**src/rtl/simon_pkt_sched.sv**
```systemverilog
// simon_pkt_sched: packet scheduler between the host byte-packet interface
// and the SIMON round core.
//
// Host packets are captured into a DEPTH-slot input queue. They are issued
// to the core one at a time and in order. Core results are collected into a
// DEPTH-slot output queue and handed back through the donePKT/readPKT handshake.
//
// Packet byte map, for PB = N/2+2 bytes:
//   [PB-1] info, [PB-2] count, [PB-3:N/4] block 1, [N/4-1:0] block 0.
// Info byte fields:
//   bit5 = key packet
//   bit6 = encrypt / decrypt
//   bit7 = error flag (output only)
//
// Optional feature: define SIMON_PKT_SEQCHK_EN to enable count-byte sequence
// checking. A data packet whose count does not match the expected count
// bypasses the core and is returned with info bit7 set and zero blocks.
module simon_pkt_sched #(
  parameter  int N     = 16,
  parameter  int DEPTH = 4,
  localparam int PB    = N / 2 + 2,
  localparam int PW    = PB * 8,
  localparam int RW    = 4 * N,
  localparam int AW    = $clog2(DEPTH)
) (
  input  logic          clk,
  input  logic          nR,
  input  logic          in_newPKT,
  input  logic [PW-1:0] in,
  output logic          in_loadPKT,
  output logic          in_donePKT,
  output logic          out_donePKT,
  output logic [PW-1:0] out,
  input  logic          out_readPKT,
  output logic          core_go,
  output logic [PW-1:0] core_pkt,
  input  logic          core_done,
  input  logic [RW-1:0] core_res
);

  typedef enum logic [1:0] {
    S_IDLE  = 2'd0,
    S_ISSUE = 2'd1,
    S_BUSY  = 2'd2,
    S_WRITE = 2'd3
  } state_t;

  state_t state_q, state_d;

  // queue storage (data only, never reset)
  logic [PW-1:0] imem [DEPTH];
  logic [PW-1:0] omem [DEPTH];

  // queue pointers: one extra wrap bit distinguishes full from empty
  logic [AW:0] iw_q, iw_d, ir_q, ir_d;
  logic [AW:0] ow_q, ow_d, or_q, or_d;

  logic arm_q, arm_d;        // capture armed once in_newPKT seen low
  logic load_q, load_d;      // in_loadPKT pulse
  logic lock_q, lock_d;      // output read lock
  logic rdp_q, rdp_d;        // previous out_readPKT sample

  logic [PW-1:0] core_pkt_q, core_pkt_d;
  logic [RW-1:0] res_q, res_d;

  logic          in_full, in_empty, out_full, out_empty;
  logic          in_push, out_push, out_pop;
  logic          issue_ok, seq_err;
  logic [PW-1:0] head, out_word;
  logic [7:0]    head_info, head_cnt, pkt_info, pkt_cnt;
  logic [RW-1:0] wr_blk;
  logic [AW:0]   out_occ;
  logic [AW+1:0] credits;

  function automatic logic q_full(input logic [AW:0] w, input logic [AW:0] r);
    return (w[AW] != r[AW]) && (w[AW-1:0] == r[AW-1:0]);
  endfunction

  function automatic logic q_empty(input logic [AW:0] w, input logic [AW:0] r);
    return w == r;
  endfunction

  // queue status, head decode and output-credit accounting
  always_comb begin
    in_full   = q_full(iw_q, ir_q);
    in_empty  = q_empty(iw_q, ir_q);
    out_full  = q_full(ow_q, or_q);
    out_empty = q_empty(ow_q, or_q);
    head      = imem[ir_q[AW-1:0]];
    head_info = head[PW-1 -: 8];
    head_cnt  = head[PW-9 -: 8];
    pkt_info  = core_pkt_q[PW-1 -: 8];
    pkt_cnt   = core_pkt_q[PW-9 -: 8];
    out_occ   = ow_q - or_q;
    // a packet anywhere between ISSUE and WRITE already owns an output slot
    credits   = (AW+2)'(DEPTH) - (AW+2)'(out_occ) - (AW+2)'(state_q != S_IDLE);
    issue_ok  = (state_q == S_IDLE) && !in_empty && (credits != '0);
  end

`ifdef SIMON_PKT_SEQCHK_EN
  logic [7:0] exp_q, exp_d;

  // a data packet at the head is rejected when its count is out of sequence
  always_comb begin
    seq_err = !head_info[5] && (head_cnt != exp_q);
  end

  // expected count steps on every data packet leaving the input queue
  always_comb begin
    exp_d = exp_q;
    if (issue_ok && seq_err) begin
      exp_d = exp_q + 8'd1;
    end else if ((state_q == S_ISSUE) && !pkt_info[5]) begin
      exp_d = exp_q + 8'd1;
    end
  end

  // expected-count register
  always_ff @(posedge clk or negedge nR) begin
    if (!nR) begin
      exp_q <= 8'h01;
    end else begin
      exp_q <= exp_d;
    end
  end
`else
  assign seq_err = 1'b0;
`endif

  // host capture side: armed-edge capture and input push
  always_comb begin
    in_push = in_newPKT && arm_q && !in_full;
    arm_d   = arm_q;
    if (!in_newPKT) begin
      arm_d = 1'b1;
    end else if (in_push) begin
      arm_d = 1'b0;
    end
    load_d = in_push;
    iw_d   = iw_q + (AW+1)'(in_push);
  end

  // core FSM: issue head to the core, collect its result into the output queue
  always_comb begin
    state_d    = state_q;
    ir_d       = ir_q;
    core_pkt_d = core_pkt_q;
    res_d      = res_q;
    out_push   = 1'b0;
    out_word   = '0;
    wr_blk     = pkt_info[5] ? '0 : res_q;
    case (state_q)
      S_IDLE: begin
        if (issue_ok) begin
          if (seq_err) begin
            // out-of-sequence data bypasses the core and is flagged
            out_push = 1'b1;
            out_word = {head_info | 8'h80, head_cnt, {RW{1'b0}}};
            ir_d     = ir_q + 1'b1;
          end else begin
            core_pkt_d = head;
            state_d    = S_ISSUE;
          end
        end
      end
      S_ISSUE: begin
        ir_d    = ir_q + 1'b1;
        state_d = S_BUSY;
      end
      S_BUSY: begin
        if (core_done) begin
          res_d   = core_res;
          state_d = S_WRITE;
        end
      end
      S_WRITE: begin
        out_push = 1'b1;
        out_word = {pkt_info & 8'h7f, pkt_cnt, wr_blk};
        state_d  = S_IDLE;
      end
      default: state_d = S_IDLE;
    endcase
  end

  // host read side: rising edge of out_readPKT pops and locks until it drops
  always_comb begin
    rdp_d   = out_readPKT;
    out_pop = out_readPKT && !rdp_q && !out_empty;
    lock_d  = lock_q;
    if (out_pop) begin
      lock_d = 1'b1;
    end else if (!out_readPKT) begin
      lock_d = 1'b0;
    end
    ow_d = ow_q + (AW+1)'(out_push);
    or_d = or_q + (AW+1)'(out_pop);
  end

  // control registers and the core-facing packet register
  always_ff @(posedge clk or negedge nR) begin
    if (!nR) begin
      state_q    <= S_IDLE;
      iw_q       <= '0;
      ir_q       <= '0;
      ow_q       <= '0;
      or_q       <= '0;
      arm_q      <= 1'b0;
      load_q     <= 1'b0;
      lock_q     <= 1'b0;
      rdp_q      <= 1'b0;
      core_pkt_q <= '0;
    end else begin
      state_q    <= state_d;
      iw_q       <= iw_d;
      ir_q       <= ir_d;
      ow_q       <= ow_d;
      or_q       <= or_d;
      arm_q      <= arm_d;
      load_q     <= load_d;
      lock_q     <= lock_d;
      rdp_q      <= rdp_d;
      core_pkt_q <= core_pkt_d;
    end
  end

  // queue storage writes and the result holding register
  always_ff @(posedge clk) begin
    if (in_push) begin
      imem[iw_q[AW-1:0]] <= in;
    end
    if (out_push) begin
      omem[ow_q[AW-1:0]] <= out_word;
    end
    res_q <= res_d;
  end

  assign in_loadPKT  = load_q;
  assign in_donePKT  = (state_q == S_WRITE);
  assign core_go     = (state_q == S_ISSUE);
  assign core_pkt    = core_pkt_q;
  assign out_donePKT = !out_empty && !lock_q;
  assign out         = out_empty ? '0 : omem[or_q[AW-1:0]];

endmodule
```
**config.mk**
```make
export PLATFORM = sky130hd
export DESIGN_NAME = simon_pkt_sched
export DESIGN_NICKNAME = d
export VERILOG_FILES = /design/src/rtl/simon_pkt_sched.sv
export SDC_FILE = /design/constraint.sdc
export NUM_CORES = 1
export LEC_CHECK = 0
export ABC_AREA = 0
export CAP_MARGIN = 20
export CORE_MARGIN = 10
export CORE_UTILIZATION = 55
export DETAILED_ROUTE_END_ITERATION = 12
export DONT_BUFFER_PORTS = 1
export MAX_ROUTING_LAYER = met4
export PLACE_DENSITY = 0.7
export SLEW_MARGIN = 25
export SYNTH_ARGS = -nofsm -noshare
export SYNTH_HDL_FRONTEND = slang
export SYNTH_SLANG_ARGS = --single-unit
```
**constraint.sdc**
```tcl
create_clock -name clk -period 9.77 [get_ports clk]
set_input_delay 2.4425 -clock clk [delete_from_list [all_inputs] [get_ports clk]]
set_output_delay 2.4425 -clock clk [all_outputs]
set_load 0.05 [all_outputs]
```
=== After elaboration in Yosys (flattened, before gate mapping) ===
Memory sizes are Yosys's and may differ from the RTL's. A register that Yosys moved wholly into a read port is not among the register bits.
Index checks and enable logic that the tools add are counted.

* Bits in read-only memories: 0
* Latch bits: 0
* Bits of input ports: 149
* Output and inout bits: 164
* Memories kept: 2
* Register bits after elaboration: 82
* Bits in writable memories: 636

* Multiplexer cells: 15
* Equality and inequality tests: 11
* Divide/modulo/power cells: 0
* Bitwise operators: 0
* Order comparisons: 0
* Reduce and logical (&&, ||, !) cells: 20
* $add $sub $neg: 7
* Multipliers: 0
* Shifts and indexed selects: 0

{| class="wikitable"
|+ Memory list
! name !! depth !! width !! read ports !! clocked after Yosys merged registers in !! write ports !! RTL line !! text
|-
| imem || 4 || 80 || 1 || 1 || 1 || 51 || <nowiki>logic [PW-1:0] imem [DEPTH];</nowiki>
|-
| omem || 4 || 79 || 1 || 0 || 1 || 52 || <nowiki>logic [PW-1:0] omem [DEPTH];</nowiki>
|}

{| class="wikitable"
|+ Operator list
! kind !! number
|-
| two-way mux 80 bit || 1
|-
| two-way mux 79 bit || 1
|-
| two-way mux 64 bit || 1
|-
| adder 3 x 1 -> 3 bit || 3
|-
| two-way mux 1 bit || 9
|-
| logical AND 1 bit || 8
|-
| one-hot mux 2 bit (4 select lines) || 1
|-
| equality test 3 bit || 2
|-
| logical NOT 1 bit || 6
|-
| AND reduction 2 bit || 3
|-
| equality test 2 bit (second input constant) || 2
|-
| two-way mux 2 bit || 2
|-
| inequality test 2 x 1 -> 1 bit (second input constant) || 2
|-
| inequality test 2 bit (second input constant) || 2
|-
| nonzero test 4 bit || 1
|-
| subtractor 3 x 3 -> 4 bit (first input constant) || 1
|-
| subtractor 4 x 1 -> 4 bit || 1
|-
| adder 3 x 1 -> 3 bit (second input constant) || 1
|-
| subtractor 3 bit || 1
|-
| equality test 2 x 1 -> 1 bit (second input constant) || 1
|-
| equality test 2 bit || 1
|-
| logical NOT 2 bit || 1
|-
| nonzero test 2 bit || 1
|-
| inequality test 1 bit || 1
|}

=== Longest topological paths before layout ===
* Depth after elaboration: 7
* Gate-level depth with buffers: 11
* Mapped depth without buffers: 10

=== Worst setup path before layout ===
OpenSTA, ideal clock, no wires.

* Path kind: input to register
* Start: input port in_newPKT
* End: memory imem[0][0] (netlist name) (enable)
* Stages: 3
* Setup slack: 0.496 ns
* Arrival time: 8.641 ns
* Path buffers: 0
* Setup time: 0.633 ns
* Data required time: 9.137 ns
* Cell sequence: nand2_1 -> a31oi_1 -> nor3b_1

* Longest elaborated chain between the ends: 4

{| class="wikitable"
|+ Ends and longest elaborated chain
! element !! RTL line !! text
|-
| start: declaration || 28 || <nowiki>input logic in_newPKT,</nowiki>
|-
| logical AND 1 bit (2 in series) || 132 || <nowiki>in_push = in_newPKT && arm_q && !in_full;</nowiki>
|-
| named net in_push || 67 || <nowiki>logic in_push, out_push, out_pop;</nowiki>
|-
| two-way mux 1 bit || 228 || <nowiki>if (in_push) begin</nowiki>
|-
| two-way mux 1 bit (not written as such) || 229 || <nowiki>imem[iw_q[AW-1:0]] <= in;</nowiki>
|-
| end: declaration || 51 ||
|}

The timed path passes the listed nets, and every way through them passes these cells.

=== Final worst setup path ===
* Start: register or_q[0]
* End: output port out[15]

* Longest elaborated chain between the ends: 2
* Elaborated cells on any way between the ends: 3
* Classes of those cells: 1 x eq/ne; 1 x mux; 1 x memory

{| class="wikitable"
|+ Ends and longest elaborated chain
! element !! RTL line !! text
|-
| start: declaration || 56 || <nowiki>logic [AW:0] ow_q, ow_d, or_q, or_d;</nowiki>
|-
| start signal: assignment || 217 || <nowiki>or_q <= or_d;</nowiki>
|-
| memory (4 x 79 bit) / equality test 3 bit (equally long branches) || -- ||
|-
| two-way mux 80 bit * || 242 || <nowiki>assign out = out_empty ? '0 : omem[or_q[AW-1:0]];</nowiki>
|-
| end: declaration || 33 || <nowiki>output logic [PW-1:0] out,</nowiki>
|}

Every way passes the cells marked *; elsewhere a longest branch is shown, timed or not.

==> summary.md <==
| Metric | Value |
|---|---|
| Slew headroom | `26.6%` |
| First-pass GRT wire length | `approximately 85000 µm` |
| Vias/cell | `between 5 and 6` |
| Critical Path Max Stage Delay | `between 900 and 1000 ps` |
| Final hold violation count | `0` |
| Least-Margin Pin Slew | `1100 ps` |
| Total track usage | `between 10% and 20%` |
| Placer congestion estimate | `0.732` |
| Max Clock Skew | `around 25 ps` |
| Synthesized instance count | `1331` |
| Nets@finish | `between 1500 and 2000` |
| Synth warn | `0` |
| Largest net degree at the start of global routing | `99` |
| Total CTS buffers | `around 80` |
| Setup CP Type | `reg2out` |
| Area Growth Syn to Fin | `11.7%` |
| Total Die Area | `0.0641 mm²` |
| # hold bufs at CTS | `0` |
| Req. time, crit path | `between 7000 and 8000 ps` |
| Slowest cell on crit path | `nor2b_1` |
| Most common flop cell mapped by yosys | `edfxtp_1` |
| Met1 Usage GRT | `22.5%` |
| Async set-reset flop share out of synthesis | `12.3%` |
| Crit path cell chain | `ha_1 > and3_2 > buf_4 > nor2b_1` |
| Post-Syn Area per Cell | `between 20 and 25 µm²` |
| Mapped Nets | `about 1500` |
| Count of final max-slew check failures | `0` |
| Fmax | `about 170 MHz` |
| I/O Buffers | `0` |
| Vias in the first global route | `between 10000 and 15000` |
| Clock slew at the register clock pins of the worst setup and hold paths | `60 ps` |
| DR vias | `approximately 12000` |
| Hold crit path type | `reg2reg` |
| H-tree depth | `3` |
| Gr busiest metal | `met2` |
| Status | `finished, final reports clean` |
| Hold path depth | `1` |
| Crit. End Element | `primary output` |
| Worst-path fanout max | `81` |
| TNS Setup | `0 ps` |
| Reg2Reg Setup Slack | `between 5000 and 6000 ps` |
| CTS tree | `yes` |
| Post-synth top area share | `70.2%` |
| RSZ-0062 raised after global routing | `false` |
| Met2 Use GR | `27.8%` |
| Post-Route WL | `~57000 µm` |
| Max Cap Violations | `0` |
| Mapped Area | `roughly 0.030 mm²` |
| Std cell rows | `85` |
| Avg WL per Cell | `about 27 µm` |
| Synth area leaders | `edfxtp_1 (70%), mux4_2 (12%), dfrtp_1 (8.2%)` |
| Antenna violations before repair | `4` |
| Clock sinks | `approximately 800` |
| Starting Density | `55.6%` |
| Post-route minimum period | `about 5900 ps` |
| GRT met3 Usage | `8.24%` |
| Sequential cell area fraction in the yosys report | `about four fifths` |
| Core ar. | `approximately 0.054 mm²` |
| Critical path arrival | `approximately 3500 ps` |
| Clock root buffer | `clkbuf_16` |
| # resized after CTS | `0` |
| DRT Pass-1 Iters | `5` |
| Post-synth EDFFs | `700` |
| CP startpoint kind | `flip-flop` |
| Worst R2R Path Depth | `11` |
| Endpoints failing setup | `0` |
| Die extent in x | `around 250 µm` |
| Remaining antenna violation count after routing | `0` |
| Initial DRC count | `863` |
| Cell taking the most area after synthesis | `edfxtp_1` |
| DRC | `0` |
| Netlist cell types | `34` |
| Post-DP HPWL | `~33000 µm` |
| IO Pins | `about 310` |
| Fraction of layout instances using a drive strength above 1 | `between 20 and 30%` |
| Die H | `253 µm` |
| Global route total overflow | `0` |
| Post-synthesis register bit count | `approximately 800` |
| Post-CTS setup buffers | `0` |
| Clock Latency Late Sink | `630 ps` |
| Clk buf depth | `3` |
| Part of the cycle the worst path needs | `between 60% and 70%` |
==> critical path, delay by kind of cell, from the launching register on <==
family                   cells  cell delay, ps
adder cells (fa/ha/maj)      1             380
AND/OR/NAND/NOR              2            1170
buffers and inverters        1             320
flip-flops                   1             850
==> cell families after synthesis <==
family                   after synthesis  share of synthesized area [%]
flip-flops                           798                           78.4
XOR/XNOR                              14                          0.435
buffers and inverters                 70                           1.27
AND/OR/NAND/NOR                      184                           3.76
multiplexers                         241                           15.2
other                                  1                         0.0125
adder cells (fa/ha/maj)               17                          0.736
AO/OA/AOI/OAI                          6                          0.180
==> synth_stat cells, types with 2 or more instances <==
library cell,number
nor2_1,6
buf_6,11
xnor2_1,4
mux2_4,10
and3_1,4
buf_2,12
mux4_2,159
ha_1,16
mux2_2,72
nor2b_1,80
edfxtp_1,700
dfrtp_1,98
nand2_1,6
inv_1,7
and2_1,81
clkbuf_1,35
buf_4,4
xor2_1,9
nor3b_1,2
==> registers in the layout, summed over array words and instances, names as in the netlist, 2 cells and up <==
name and count:
imem 320, omem 316, core_pkt 80, res_q 64, ir_q 3, iw_q 3
or_q 3, ow_q 3, state_q 2
==> path summary, 6_finish.rpt <==
kind | start | end
max in group asynchronous | nR | or_q[1]$_DFF_PN0_
hold / removal | iw_q[2]$_DFF_PN0_ | iw_q[2]$_DFF_PN0_
min in group asynchronous | nR | core_pkt[17]$_DFFE_PN0P_
setup / recovery | or_q[0]$_DFF_PN0_ | out[15]
setup reg to reg | or_q[0]$_DFF_PN0_ | core_pkt[62]$_DFFE_PN0P_
hold reg to reg | iw_q[2]$_DFF_PN0_ | iw_q[2]$_DFF_PN0_
==> layer usage <==
metal	part of all wire [%]	wire (µm)
met5	0	0
met4	1.7	979
met2	49	27600
met3	10	5960
met1	39	22200
==> layout make-up <==
| cell class | count | area [µm²] |
|---|---|---|
| sequential | 798 | 23500 |
| fill | 3670 | 20400 |
| multi-input combinational | 463 | 6130 |
| clock buffer | 113 | 2230 |
| tap | 696 | 871 |
| clock inverter | 38 | 480 |
| timing repair buffer | 20 | 193 |
| inverter | 7 | 26.3 |
| antenna | 5 | 12.5 |
==> metrics by stage <==
stage / setup slack (ps) / area, µm² / hold slack [ps] / cells / util, %
after floorplan: 496 / 29900 / 460 / 1331 / -
after global placement: 4220 / 30700 / 478 / 1983 / 57.0
after detailed placement: 4210 / 30700 / 489 / 1984 / 57.0
after CTS: 3520 / 33400 / 500 / 2135 / 62.1
after global routing: 3660 / 33400 / 520 / 2139 / 62.1
final: 3880 / 33400 / 501 / 2140 / 62.1
==> cells in the final DEF, fill, tap and decap left out, types with 2 or more instances in the layout <==
cell / instances
mux2_4: 10
bufinv_16: 8
xor2_1: 9
mux4_2: 159
clkinvlp_4: 2
buf_6: 6
dfrtp_4: 4
inv_6: 2
clkinv_1: 7
clkbuf_1: 24
clkbuf_8: 8
mux2_2: 72
xnor2_1: 4
clkbuf_16: 81
nor2b_1: 79
ha_1: 16
clkinv_8: 2
and2_1: 80
and3_4: 3
nor2_1: 4
inv_1: 7
dfrtp_1: 94
nand2_1: 6
inv_16: 4
clkinv_2: 12
nor2_4: 2
diode_2: 5
buf_4: 13
nor3b_2: 2
edfxtp_1: 700
Power is left out: the tool's default activity adds up to more than one toggle a clock period on the data nets, which glitch-free logic cannot reach.
